--- src/rtl/alu_exec.sv ---
// alu_exec: ALU execute stage with iterative MULTU/DIVU; ALU_EXEC_SIGNED_MULDIV_EN adds signed MULT/DIV
module alu_exec #(
  parameter int WIDTH = 32
) (
  input  logic             i_Clk,
  input  logic             i_Rst,
  input  logic             i_Start,
  input  logic [3:0]       i_AluCtrl,
  input  logic [WIDTH-1:0] i_AluA,
  input  logic [WIDTH-1:0] i_AluB,
  output logic             o_Busy,
  output logic             o_Done,
  output logic [WIDTH-1:0] o_AluResult,
  output logic             o_Zero,
  output logic [WIDTH-1:0] o_Hi,
  output logic [WIDTH-1:0] o_Lo
);
`ifdef ALU_EXEC_SIGNED_MULDIV_EN
  localparam logic SIGNED_EN = 1'b1;
`else
  localparam logic SIGNED_EN = 1'b0;
`endif
  localparam int CW = $clog2(WIDTH + 1);
  typedef enum logic [1:0] {IDLE, MUL, DIV, DONE} state_t;
  state_t state_q, state_d;
  logic [CW-1:0] cnt_q, cnt_d;
  logic [2*WIDTH-1:0] acc_q, acc_d, step, prod;
  logic [WIDTH-1:0] opd_q, opd_d, res_q, res_d, hi_q, hi_d, lo_q, lo_d;
  logic [WIDTH-1:0] alu_res, a_mag, b_mag, div_rem, quo, rem;
  logic [WIDTH:0] mul_sum, div_try;
  logic zero_q, zero_d, negq_q, negq_d, negr_q, negr_d;
  logic sgn, is_mul, is_div, div_ge, last;
  always_comb begin
    alu_res = '0;
    case (i_AluCtrl)
      4'b0000: alu_res = i_AluA & i_AluB;
      4'b0001: alu_res = i_AluA | i_AluB;
      4'b0010: alu_res = i_AluA + i_AluB;
      4'b0011: alu_res = i_AluA ^ i_AluB;
      4'b0110: alu_res = i_AluA - i_AluB;
      4'b0111: alu_res = {{(WIDTH-1){1'b0}}, $signed(i_AluA) < $signed(i_AluB)};
      4'b0101: alu_res = {{(WIDTH-1){1'b0}}, i_AluA < i_AluB};
      4'b1100: alu_res = ~(i_AluA | i_AluB);
      4'b0100: alu_res = i_AluB << i_AluA[4:0];
      4'b1101: alu_res = i_AluB >> i_AluA[4:0];
      default: alu_res = '0;
    endcase
  end
  // acc_q holds {partial product, multiplier} for MUL and {remainder, dividend} for DIV
  always_comb begin
    sgn = SIGNED_EN && i_AluCtrl[3:1] == 3'b101;
    is_mul = i_AluCtrl == 4'b1000 || (SIGNED_EN && i_AluCtrl == 4'b1010);
    is_div = i_AluCtrl == 4'b1001 || (SIGNED_EN && i_AluCtrl == 4'b1011);
    a_mag = sgn && i_AluA[WIDTH-1] ? -i_AluA : i_AluA;
    b_mag = sgn && i_AluB[WIDTH-1] ? -i_AluB : i_AluB;
    mul_sum = {1'b0, acc_q[2*WIDTH-1:WIDTH]} + {1'b0, acc_q[0] ? opd_q : {WIDTH{1'b0}}};
    div_try = {acc_q[2*WIDTH-1:WIDTH], acc_q[WIDTH-1]};
    div_ge = div_try >= {1'b0, opd_q};
    div_rem = div_ge ? WIDTH'(div_try - {1'b0, opd_q}) : div_try[WIDTH-1:0];
    step = state_q == MUL ? {mul_sum, acc_q[WIDTH-1:1]} : {div_rem, acc_q[WIDTH-2:0], div_ge};
    prod = negq_q ? -step : step;
    quo = negq_q ? -step[WIDTH-1:0] : step[WIDTH-1:0];
    rem = negr_q ? -step[2*WIDTH-1:WIDTH] : step[2*WIDTH-1:WIDTH];
    last = cnt_q == CW'(WIDTH - 1);
  end
  always_comb begin
    state_d = state_q;
    cnt_d = cnt_q;
    acc_d = acc_q;
    opd_d = opd_q;
    res_d = res_q;
    hi_d = hi_q;
    lo_d = lo_q;
    negq_d = negq_q;
    negr_d = negr_q;
    case (state_q)
      IDLE: if (i_Start) begin
        negq_d = sgn & (i_AluA[WIDTH-1] ^ i_AluB[WIDTH-1]);
        negr_d = sgn & i_AluA[WIDTH-1];
        cnt_d = '0;
        state_d = DONE;
        if (is_mul) begin
          state_d = MUL;
          acc_d = {{WIDTH{1'b0}}, b_mag};
          opd_d = a_mag;
        end else if (is_div && i_AluB == '0) begin
          res_d = '1;
          lo_d = '1;
          hi_d = i_AluA;
        end else if (is_div) begin
          state_d = DIV;
          acc_d = {{WIDTH{1'b0}}, a_mag};
          opd_d = b_mag;
        end else res_d = alu_res;
      end
      MUL, DIV: begin
        acc_d = step;
        cnt_d = cnt_q + CW'(1);
        if (last) begin
          state_d = DONE;
          hi_d = state_q == MUL ? prod[2*WIDTH-1:WIDTH] : rem;
          lo_d = state_q == MUL ? prod[WIDTH-1:0] : quo;
          res_d = lo_d;
        end
      end
      default: state_d = IDLE;
    endcase
    zero_d = res_d == '0;
  end
  always_ff @(posedge i_Clk) begin
    if (i_Rst) begin
      state_q <= IDLE;
      cnt_q <= '0;
      acc_q <= '0;
      opd_q <= '0;
      res_q <= '0;
      zero_q <= 1'b1;
      hi_q <= '0;
      lo_q <= '0;
      negq_q <= 1'b0;
      negr_q <= 1'b0;
    end else begin
      state_q <= state_d;
      cnt_q <= cnt_d;
      acc_q <= acc_d;
      opd_q <= opd_d;
      res_q <= res_d;
      zero_q <= zero_d;
      hi_q <= hi_d;
      lo_q <= lo_d;
      negq_q <= negq_d;
      negr_q <= negr_d;
    end
  end
  assign o_Busy = state_q == MUL || state_q == DIV;
  assign o_Done = state_q == DONE;
  assign o_AluResult = res_q;
  assign o_Zero = zero_q;
  assign o_Hi = hi_q;
  assign o_Lo = lo_q;
endmodule

--- config.mk ---
export PLATFORM = sky130hd
export DESIGN_NAME = alu_exec
export DESIGN_NICKNAME = d
export VERILOG_FILES = /design/src/rtl/alu_exec.sv
export SDC_FILE = /design/constraint.sdc
export NUM_CORES = 1
export LEC_CHECK = 0
export ABC_AREA = 1
export CAP_MARGIN = 20
export CORE_AREA = 2 2 307 309
export CTS_CLUSTER_SIZE = 16
export DETAILED_ROUTE_END_ITERATION = 8
export DIE_AREA = 0 0 309 311
export PLACE_DENSITY = 0.47
export SYNTH_ARGS = -nofsm -noshare
export SYNTH_HDL_FRONTEND = slang
export SYNTH_SLANG_ARGS = --single-unit
--- constraint.sdc ---
create_clock -name i_Clk -period 3.7 [get_ports i_Clk]
set_input_delay 0.74 -clock i_Clk [delete_from_list [all_inputs] [get_ports i_Clk]]
set_output_delay 0.74 -clock i_Clk [all_outputs]
set_load 0.05 [all_outputs]
==> results of run 1 <==
[worst register-to-register path, cell delays in order (launching register included)]
cell and delay (ns):
dfxtp_1 0.34, inv_1 0.08, ha_1 0.34, a21oi_1 0.24
a21boi_1 0.30, o21ai_0 0.15, nand2_1 0.09, nand3_2 0.15
nand2_1 0.14, nand3_1 0.32, buf_4 0.35, o2111ai_1 0.55
a21oi_1 0.14
[sequential cells by signal, indices dropped and copies added (netlist names)]
name	cells
opd_q	32
cnt_q	6
state_q	2
o_Hi	32
o_Zero	1
o_AluResult	32
acc_q	64
o_Lo	32
[how the worst max path moves through the flow]
stage / from / to / slack, ns / cells after the start
floorplan: i_AluA[2] / o_Zero$_SDFF_PP1_ / 0.54 / 25
global placement: i_AluA[0] / o_Zero$_SDFF_PP1_ / -0.53 / 20
detailed placement: i_AluA[0] / o_Zero$_SDFF_PP1_ / -0.53 / 20
global route: acc_q[0]$_SDFFE_PP0P_ / o_Hi[21]$_SDFFE_PP0P_ / 0.01 / 20
finish: i_AluB[0] / o_Zero$_SDFF_PP1_ / 0.18 / 18
CTS: i_AluA[0] / o_Zero$_SDFF_PP1_ / 0.09 / 20
[final cells by class]
type / instances / area [µm²] / area share [%]
inverters: 510 / 1918 / 5.912
flip-flops and latches: 201 / 4024 / 12.40
clock buffers: 33 / 726.9 / 2.241
repair buffers: 820 / 7039 / 21.70
multi-input cells: 3261 / 16960 / 52.28
well taps: 1254 / 1569 / 4.836
clock inverters: 15 / 206.4 / 0.6363
[through the flow]
step	hold WS (ns)	area, µm²	utilization [%]	TNS [ns]
3_5_place_dp	0.4482	31470	33.92	-3.635
2_1_floorplan	0.4362	23930	-	0
3_3_place_gp	0.4472	31470	33.92	-3.486
5_1_grt	0.5025	32440	34.97	0
4_1_cts	0.4587	32400	34.93	0
6_report	0.4611	32440	34.97	0
[power by group]
group	switching, mW	internal [mW]
Sequential	0.651	2.93
Clock	1.14	1.68
Combinational	10.9	5.61
[layer usage]
layer  global-route usage (%)  up-vias
met1                    37.49    14438
li1                         -    15162
met4                    14.91        0
met3                    1.982      207
met2                    45.80     1073
met5                        0        -
[timing repair]
item / CTS / global route
resized for setup: 0 / 15
endpoints found under the setup margin: 0 / 5
buffers inserted: 0 / 0
[cell families after synthesis]
kind of cell	after synthesis	synth area share (%)
AO/OA/AOI/OAI	876	21.17
XOR/XNOR	42	1.537
adder cells (fa/ha/maj)	169	8.961
buffers and inverters	725	12.52
flip-flops	201	16.81
AND/OR/NAND/NOR	2174	38.99
[layout by cell type (no fill, tap or decap), types with 5 or more instances in the layout]
cell type,netlist,final
dfxtp_1,201,201
nand2_2,19,19
clkbuf_8,0,5
o2111ai_1,18,18
nand4_1,55,55
o221ai_1,7,7
xor2_1,16,16
nand3_2,6,8
nand2_1,1021,1021
or2_2,34,34
and3_1,8,8
a21oi_1,295,295
ha_1,165,156
a221oi_1,18,18
o22ai_1,11,11
o21ai_0,323,322
a21o_1,8,8
buf_4,31,614
nor2_2,8,10
clkdlybuf4s50_1,0,164
o21bai_1,17,16
buf_12,0,38
o21ai_2,7,7
clkbuf_16,0,26
o211ai_1,26,26
inv_1,487,485
o21ai_1,21,22
nor2_1,427,424
o21a_1,6,6
clkinv_2,0,5
and2_1,11,11
inv_2,21,22
xnor2_1,26,26
nand3_1,540,538
nor3_1,30,30
ha_2,0,9
a31oi_1,12,12
a211oi_1,87,87
==> reports/results.tsv, run 1 <==
stage	metric	value	unit
setup_path	worst r2r src	opd_q[16]$_SDFFE_PP0P_	
setup_path	CP bufs+invs	3	
sta	Least-Margin Pin Slew	0.9227	ns
placed_design	pre-CTS WS	-0.5274	ns
yosys	FF+latch count, synth	201	
sta	fin crit share	95.11	%
grt	gr ovfl total	0	
pwr	Pwr Density	706.8	mW/mm²
detailed_routing	DR DRC count	0	
clock_tree	CTS tree	yes	
clock_tree	CTS H-tree depth	1	
placed_design	port bufs	169	
outcome	status	finished clean	
yosys	Async S/R FF share, synth	0	%
placed_design	Placed Cells	6046	
sta	count of pins over their slew limit	0	
sta	min cycle time layout	3.519	ns
setup_path	Most common cell on crit path	nand2_1	
grt	number of global-route vias before repair	29657	
detailed_routing	Vias per Instance	5.067	
detailed_routing	final WL	139900	µm
grt	Total GRT Usage	28.31	%
pwr	Leakage	15.66	nW
setup_path	startpoint types	primary input	
sta	RSZ-0062 raised after global routing	no	
pwr	Design Power	22.93	mW
floorplanning	Die ar.	0.09610	mm²
cells_and_area	Cell Count, Final, Fillers Out	6094	
worst_hold_path	Worst Hold Path EP	acc_q[23]$_SDFFE_PP0P_	
yosys	post-synth top area share	16.81	%
grt	largest net degree at the start of global routing	73	
setup_path	worst path required time	4.23	ns
sta	Final Hold Vio Count	0	
cells_and_area	fillers	10480	
yosys	Ys Warns	0	
cells_and_area	Synth-to-Final Area Change	35.57	%
sta	final setup margin	0.1810	ns
detailed_routing	1st-pass router iterations	6	
yosys	top_reg_cell synth	dfxtp_1	
grt	initial antenna violation count	3	
flow_run	max-cap viol count	0	
worst_hold_path	Min-Delay Path Depth	2	
clock_tree	Root Driver	clkbuf_16	
sta	Final setup viols	0	
setup_path	Crit. End Element	flip-flop	
yosys	Seq/Total Area, Yosys	16.81	%
setup_path	R2R depth	12	
placed_design	DP HPWL	116300	µm
yosys	cell count after synthesis	4187	
detailed_routing	M1 wire length	61030	µm
grt	first-pass GRT wire length	201700	µm
setup_path	crit path max fanout	3	
sta	f_max	0.2842	GHz
cells_and_area	share of layout cells above drive strength 1	17.21	%
clock_tree	clock-pin slew on the worst setup and hold paths	0.06	ns
floorplanning	Die Wd	309	µm
detailed_routing	met2 WL	62970	µm
cells_and_area	Final #Nets	5060	
detailed_routing	DR top layer	met4	
clock_tree	TritonCTS buffer count	26	
setup_path	crit-path max cell delay	0.54	ns
clock_tree	clock insertion delay at the later pin of the skew report	0.60	ns
setup_path	CP arrival	4.04	ns
yosys	Synth area leader	dfxtp_1	
detailed_routing	WL met3	7051	µm
yosys	Syn Area/Cell	5.716	µm²
cells_and_area	# diodes	0	
floorplanning	Core Box Area	0.09277	mm²
clock_tree	clk sinks	201	
yosys	Mapped Nets	4427	
floorplanning	die span in y	311	µm
detailed_routing	Detailed Route Iter0 Violations	3067	
yosys	Netlist cell types	59	
sta	Max-slew headroom	37.84	%
floorplanning	# rows	112	
clock_tree	buffers from clock root to sink, at most	3	
worst_hold_path	hold path start	acc_q[23]$_SDFFE_PP0P_	
pwr	Max VDD drop	0.0007258	V
yosys	top-count cell post-synth	nand2_1	
setup_path	crit-path cells	clkdlybuf4s50_1, ha_2, inv_1, fa_1, buf_4, xor2_1, o21ai_0, a21oi_1, nand2_1, nor2_1, nand3_1, nand3_1, nand2_1, a21oi_1, nand4_1, nor2_1, nand2_1, nand2_1	
worst_hold_path	Hold Crit Class	flip-flop to flip-flop	
placed_design	RD Place Congestion	1.019	
setup_path	Reg2Reg Setup Slack	0.37	ns
detailed_routing	final antenna-violating net count	0	
detailed_routing	drt wl/cell	22.95	µm
floorplanning	Top Ports	170	
setup_path	critical path class	primary input to flip-flop	
detailed_routing	via count	30880	
yosys	number of synthesized flops with an enable pin	0	
clock_tree	CTS Hold Bufs	0	
setup_path	R2R Path End	acc_q[39]$_SDFFE_PP0P_	
yosys	largest cells by area after synthesis	dfxtp_1 17%, nand2_1 16%, nand3_1 11%	
floorplanning	Starting Density	25.80	%
yosys	Mapped Area	0.02393	mm²
yosys	top post-synthesis cells by count	1021 x nand2_1, 540 x nand3_1, 487 x inv_1	
setup_path	crit path max-delay cell type	clkdlybuf4s50_1	
setup_path	delay-heaviest family, CP	simple AND/OR/NAND/NOR gates	
sta	Worst Skew	0.04058	ns
(Power assumes the default switching activity.)
==> inputs of run 2 (changes only) <==
--- a/config.mk
+++ b/config.mk
@@ -12,6 +12,7 @@
 export DETAILED_ROUTE_END_ITERATION = 8
 export DIE_AREA = 0 0 309 311
 export PLACE_DENSITY = 0.47
+export SETUP_SLACK_MARGIN = 0.2
 export SYNTH_ARGS = -nofsm -noshare
 export SYNTH_HDL_FRONTEND = slang
 export SYNTH_SLANG_ARGS = --single-unit
==> reports/results.tsv, run 2 (same netlist as run 1, synthesis figures left out) <==
stage	metric	value	unit
detailed_routing	final antenna-violating net count	0	
pwr	Max VDD drop	0.0007244	V
sta	Hold WS	0.4608	ns
clock_tree	clock-pin slew on the worst setup and hold paths	0.06	ns
cells_and_area	commonest non-fill, non-tap cell in the layout	nand2_1	
clock_tree	clock insertion delay at the later pin of the skew report	0.60	ns
placed_design	port bufs	169	
grt	largest net degree at the start of global routing	73	
pwr	Leakage	15.79	nW
sta	fin crit share	90.33	%
cells_and_area	commonest cells after routing, fill and taps aside	1020 x nand2_1, 614 x buf_4, 534 x nand3_1	
detailed_routing	via count	31011	
setup_path	worst r2r src	opd_q[16]$_SDFFE_PP0P_	
grt	Total GRT Usage	28.31	%
sta	RSZ-0062 raised after global routing	yes	
setup_path	crit path max-delay cell type	clkdlybuf4s50_1	
clock_tree	Setup Buffers After CTS	0	
clock_tree	CTS H-tree depth	1	
setup_path	crit-path max cell delay	0.58	ns
sta	TNS Setup	0	ns
clock_tree	buffers from clock root to sink, at most	3	
outcome	status	finished clean	
floorplanning	die span in y	311	µm
grt	initial antenna violation count	3	
detailed_routing	drt wl/cell	23.00	µm
sta	Worst Skew	0.04043	ns
cells_and_area	fillers	10458	
floorplanning	Top Ports	170	
detailed_routing	M1 wire length	60580	µm
detailed_routing	1st-pass router iterations	5	
detailed_routing	DR DRC count	0	
setup_path	crit-path cells	clkdlybuf4s50_1, inv_1, nand2_1, nor2_2, buf_4, nand2_1, o211ai_1, a211oi_1, nand3_1, o21ai_1, nand2_1, o21ai_0, nand4_1, nor2_1, nand2_1, nand2_1	
sta	min cycle time layout	3.342	ns
detailed_routing	DR top layer	met4	
detailed_routing	final WL	140200	µm
detailed_routing	Detailed Route Iter0 Violations	3084	
pwr	Pwr Density	702.9	mW/mm²
grt	first-pass GRT wire length	201600	µm
floorplanning	Die ar.	0.09610	mm²
setup_path	launch point of the worst path	i_AluCtrl[0]	
detailed_routing	WL met3	7581	µm
sta	f_max	0.2992	GHz
setup_path	critical path class	primary input to flip-flop	
placed_design	RD Place Congestion	1.019	
setup_path	Crit. End Element	flip-flop	
detailed_routing	met2 WL	63170	µm
floorplanning	Die Wd	309	µm
floorplanning	# rows	112	
setup_path	CP arrival	3.87	ns
grt	number of global-route vias before repair	29657	
cells_and_area	# diodes	0	
placed_design	Placed Cells	6046	
flow_run	max-cap viol count	0	
placed_design	pre-CTS WS	-0.5274	ns
sta	Max-slew headroom	36.03	%
sta	final setup margin	0.3579	ns
clock_tree	TritonCTS buffer count	26	
worst_hold_path	Hold Crit Class	flip-flop to flip-flop	
sta	Least-Margin Pin Slew	0.9495	ns
cells_and_area	Final #Nets	5060	
sta	Final setup viols	0	
cells_and_area	share of layout cells above drive strength 1	18.02	%
sta	Final Hold Vio Count	0	
placed_design	DP HPWL	116300	µm
cells_and_area	Largest register FFs	64	
cells_and_area	Cell Count, Final, Fillers Out	6094	
clock_tree	Root Driver	clkbuf_16	
setup_path	worst path required time	4.23	ns
setup_path	delay-heaviest family, CP	simple AND/OR/NAND/NOR gates	
floorplanning	Starting Density	25.80	%
worst_hold_path	hold path start	acc_q[23]$_SDFFE_PP0P_	
setup_path	crit path max fanout	11	
detailed_routing	Vias per Instance	5.089	
setup_path	Most common cell on crit path	nand2_1	
clock_tree	CTS tree	yes	
floorplanning	Core Box Area	0.09277	mm²
setup_path	CP bufs+invs	3	
setup_path	startpoint types	primary input	
clock_tree	clk sinks	201	
grt	gr ovfl total	0	
sta	count of pins over their slew limit	0	
cells_and_area	Synth-to-Final Area Change	36.68	%
cells_and_area	Biggest register	acc_q	
run 2: path summary, 6_finish.rpt:
check	end	cells after the start	slack (ns)
worst min register to register	acc_q[23]$_SDFFE_PP0P_	2	0.46
worst min-delay path	acc_q[23]$_SDFFE_PP0P_	2	0.46
worst max register to register	acc_q[39]$_SDFFE_PP0P_	12	0.37
worst max-delay path	o_Zero$_SDFF_PP1_	16	0.36
run 2: layout make-up:
cell class / instances / area (µm²) / area share, %
timing repair buffer: 820 / 7072 / 21.62
clock buffer: 33 / 726.9 / 2.222
multi-input combinational: 3261 / 17190 / 52.56
sequential: 201 / 4024 / 12.30
inverter: 510 / 1918 / 5.864
clock inverter: 15 / 206.4 / 0.6312
tap: 1254 / 1569 / 4.797
run 2: power by group:
group	leakage, nW	total, mW	internal [mW]	switching (mW)
Clock	0.455	2.81	1.67	1.13
Sequential	1.65	3.59	2.93	0.654
Combinational	13.7	16.6	5.64	11.0
Total	15.8	23.0	10.2	12.7
run 2: worst reg2reg max path: cells and delay by family, from the launching register on:
| family | cells | cell delay [ns] |
|---|---|---|
| simple gates | 4 | 0.70 |
| flops | 1 | 0.34 |
| buf+inv | 2 | 0.43 |
| compound gates | 5 | 1.37 |
| fa+ha+maj | 1 | 0.34 |
run 2: what timing repair did:
action	in CTS	in global routing
hold buffers	0	0
endpoints found under the setup margin	3	22
pin swaps	0	3
resized for setup	2	81
hold endpoints to repair	0	0
run 2: per-layer routing:
layer / up-vias / global-route usage (%)
met5: - / 0
met4: 0 / 14.91
met3: 211 / 1.982
met2: 1096 / 45.80
met1: 14532 / 37.48
li1: 15172 / -
run 2: metrics by stage:
stage / cell area, µm² / power [mW] / util (%)
global route: 32710 / 24.47 / 35.26
CTS: 32410 / 22.85 / 34.93
global placement: 31470 / 20.02 / 33.92
finish: 32710 / 22.99 / 35.26
floorplan: 23930 / 13.27 / -
detailed placement: 31470 / 19.94 / 33.92
==> inputs of run 3 (changes only) <==
--- a/config.mk
+++ b/config.mk
@@ -11,6 +11,7 @@
 export CTS_CLUSTER_SIZE = 16
 export DETAILED_ROUTE_END_ITERATION = 8
 export DIE_AREA = 0 0 309 311
+export GPL_ROUTABILITY_DRIVEN = 0
 export PLACE_DENSITY = 0.47
 export SETUP_SLACK_MARGIN = 0.2
 export SYNTH_ARGS = -nofsm -noshare
==> constraint.sdc (replaced) <==
create_clock -name i_Clk -period 4.25 [get_ports i_Clk]
set_input_delay 0.85 -clock i_Clk [delete_from_list [all_inputs] [get_ports i_Clk]]
set_output_delay 0.85 -clock i_Clk [all_outputs]
set_load 0.05 [all_outputs]
==> reports/results.tsv, run 3 (same netlist as run 1, synthesis figures left out) <==
stage	metric	value	unit
outcome	status	finished clean	
detailed_routing	1st-pass router iterations	6	
floorplanning	Die Wd	309	µm
cells_and_area	# diodes	0	
cells_and_area	Largest register FFs	64	
floorplanning	die span in y	311	µm
cells_and_area	Biggest register	acc_q	
worst_hold_path	Worst Hold Path EP	acc_q[14]$_SDFFE_PP0P_	
placed_design	port bufs	169	
detailed_routing	final antenna-violating net count	0	
pwr	P_int	8.304	mW
sta	Worst Skew	0.03896	ns
grt	largest net degree at the start of global routing	81	
cells_and_area	Synth-to-Final Area Change	23.60	%
cells_and_area	commonest non-fill, non-tap cell in the layout	nand2_1	
placed_design	Placed Area	0.02864	mm²
floorplanning	# rows	112	
setup_path	worst r2r src	acc_q[0]$_SDFFE_PP0P_	
sta	f_max	0.2634	GHz
clock_tree	CTS tree	yes	
setup_path	R2R depth	18	
clock_tree	buffers from clock root to sink, at most	3	
detailed_routing	Detailed Route Iter0 Violations	3423	
clock_tree	CTS H-tree depth	1	
placed_design	pre-CTS WS	-0.1888	ns
setup_path	critical path class	primary input to flip-flop	
setup_path	startpoint types	primary input	
clock_tree	post_cts resized	0	
placed_design	DP HPWL	105300	µm
cells_and_area	share of layout cells above drive strength 1	10.31	%
sta	Final setup viols	0	
detailed_routing	DR DRC count	0	
setup_path	CP arrival	4.31	ns
flow_run	max-cap viol count	0	
pwr	Design Power	18.91	mW
setup_path	Crit. End Element	flip-flop	
cells_and_area	final instance area	0.02958	mm²
clock_tree	clock-pin slew on the worst setup and hold paths	0.06	ns
grt	global-route track usage on met2	41.87	%
sta	Final Hold Vio Count	0	
clock_tree	clock insertion delay at the later pin of the skew report	0.58	ns
floorplanning	Starting Density	25.80	%
floorplanning	Die ar.	0.09610	mm²
detailed_routing	via count	29802	
grt	first-pass GRT wire length	187900	µm
grt	GRT busiest layer	met2	
sta	count of pins over their slew limit	0	
sta	RSZ-0062 raised after global routing	no	
sta	fin crit share	89.34	%
pwr	Clock Power Share	13.1	%
clock_tree	Root Driver	clkbuf_16	
cells_and_area	commonest cells after routing, fill and taps aside	1021 x nand2_1, 540 x nand3_1, 485 x inv_1	
worst_hold_path	Hold Crit Class	flip-flop to flip-flop	
setup_path	worst path required time	4.76	ns
pwr	P_sw	10.61	mW
clock_tree	clk sinks	201	
sta	Least-Margin Pin Slew	0.8878	ns
clock_tree	CTS Hold Bufs	0	
pwr	Leakage	13.90	nW
worst_hold_path	hold path start	acc_q[14]$_SDFFE_PP0P_	
cells_and_area	Final #Nets	4704	
pwr	Max VDD drop	0.0004318	V
detailed_routing	drt wl/cell	22.54	µm
pwr	Comb pwr share	70.4	%
floorplanning	Core Box Area	0.09277	mm²
grt	initial antenna violation count	3	
sta	min cycle time layout	3.797	ns
detailed_routing	Vias per Instance	5.196	
sta	Max-slew headroom	40.80	%
floorplanning	Top Ports	170	
grt	gr ovfl total	0	
pwr	Pwr Density	639.4	mW/mm²
cells_and_area	fillers	10542	
worst_hold_path	Min-Delay Path Depth	2	
setup_path	R2R Path End	o_Hi[29]$_SDFFE_PP0P_	
clock_tree	Setup Buffers After CTS	0	
grt	number of global-route vias before repair	28404	
pwr	Reg power frac	16.5	%
grt	Total GRT Usage	26.20	%
grt	met1 usage	33.43	%
grt	GRT met3 Usage	3.024	%
pwr	switching portion of total power	56.09	%
setup_path	Reg2Reg Setup Slack	0.59	ns
sta	final setup margin	0.4532	ns
detailed_routing	final WL	129300	µm
setup_path	crit path max fanout	4	
clock_tree	TritonCTS buffer count	26	
## run 3: cell types whose count changed in the layout (fill, tap and decap cells not counted), moves of 4 or more
cell / change
buf_4: -343
ha_1: +21
buf_12: -13
clkdlybuf4s50_1: +13
dlymetal6s2s_1: -13
ha_2: -12
ha_4: -9
nor2_1: +7
nand3_1: +6
nand3_2: -6
nor2_2: -6
o21ai_0: +6
o21ai_1: -5
a21oi_1: +4
## run 3: power by group through the flow
| stage | clock network [mW] | registers [mW] | logic [mW] |
|---|---|---|---|
| final | 2.47 | 3.12 | 13.3 |
| after floorplan | 0 | 4.16 | 7.39 |
| after global routing | 2.58 | 3.20 | 14.4 |
| after detailed placement | 0 | 3.15 | 13.1 |
| after global placement | 0 | 3.17 | 13.2 |
| after CTS | 2.52 | 3.12 | 13.2 |
## run 3: cell type report
| class | instances | area [µm²] | share of cell area [%] |
|---|---|---|---|
| multi-input combinational | 3261 | 16930 | 57.23 |
| timing repair buffer | 464 | 4204 | 14.21 |
| sequential | 201 | 4024 | 13.60 |
| inverter | 510 | 1918 | 6.485 |
| tap | 1254 | 1569 | 5.305 |
| clock buffer | 34 | 710.7 | 2.403 |
| clock inverter | 12 | 224.0 | 0.7572 |
## run 3: worst max-delay path by stage
stage | from | end | cells after the start
2_1_floorplan | i_AluA[2] | o_Zero$_SDFF_PP1_ | 25
3_3_place_gp | i_AluB[9] | o_Zero$_SDFF_PP1_ | 21
3_5_place_dp | i_AluB[9] | o_Zero$_SDFF_PP1_ | 21
4_1_cts | i_AluA[9] | o_Zero$_SDFF_PP1_ | 21
5_1_grt | i_AluA[8] | o_Zero$_SDFF_PP1_ | 21
6_report | i_AluA[0] | o_Zero$_SDFF_PP1_ | 21
## run 3: stage by stage
| stage | TNS, ns | std cells | hold slack (ns) | utilization [%] |
|---|---|---|---|---|
| after global routing | 0 | 5736 | 0.4870 | 31.88 |
| final | 0 | 5736 | 0.4619 | 31.88 |
| after floorplan | 0 | 4187 | 0.4362 | - |
| after CTS | 0 | 5736 | 0.4637 | 31.88 |
| after detailed placement | -0.1888 | 5690 | 0.4551 | 30.87 |
| after global placement | -0.3480 | 5690 | 0.4533 | 30.87 |
## run 3: worst max-delay path, cell delays in order
cell and delay (ns):
clkdlybuf4s50_1 0.53, ha_1 0.30, fa_1 0.43, nand3_1 0.13, nand3_1 0.15, buf_4 0.19, nor2_1 0.08, nor2_1 0.04
nand2_1 0.05, nand3_1 0.15, nor2_1 0.16, nand4_1 0.42, nand2_1 0.19, nand2_1 0.06, nand2_1 0.08, nand2_1 0.06
nor2_1 0.10, nand4_1 0.10, nor2_1 0.10, nand2_1 0.06, nand2_1 0.05
## run 3: metal layers
layer | share of wire (%) | routed length, µm
met5 | 0 | 0
met4 | 7.5 | 9680
met3 | 6.7 | 8708
met2 | 44 | 57450
met1 | 41 | 53460
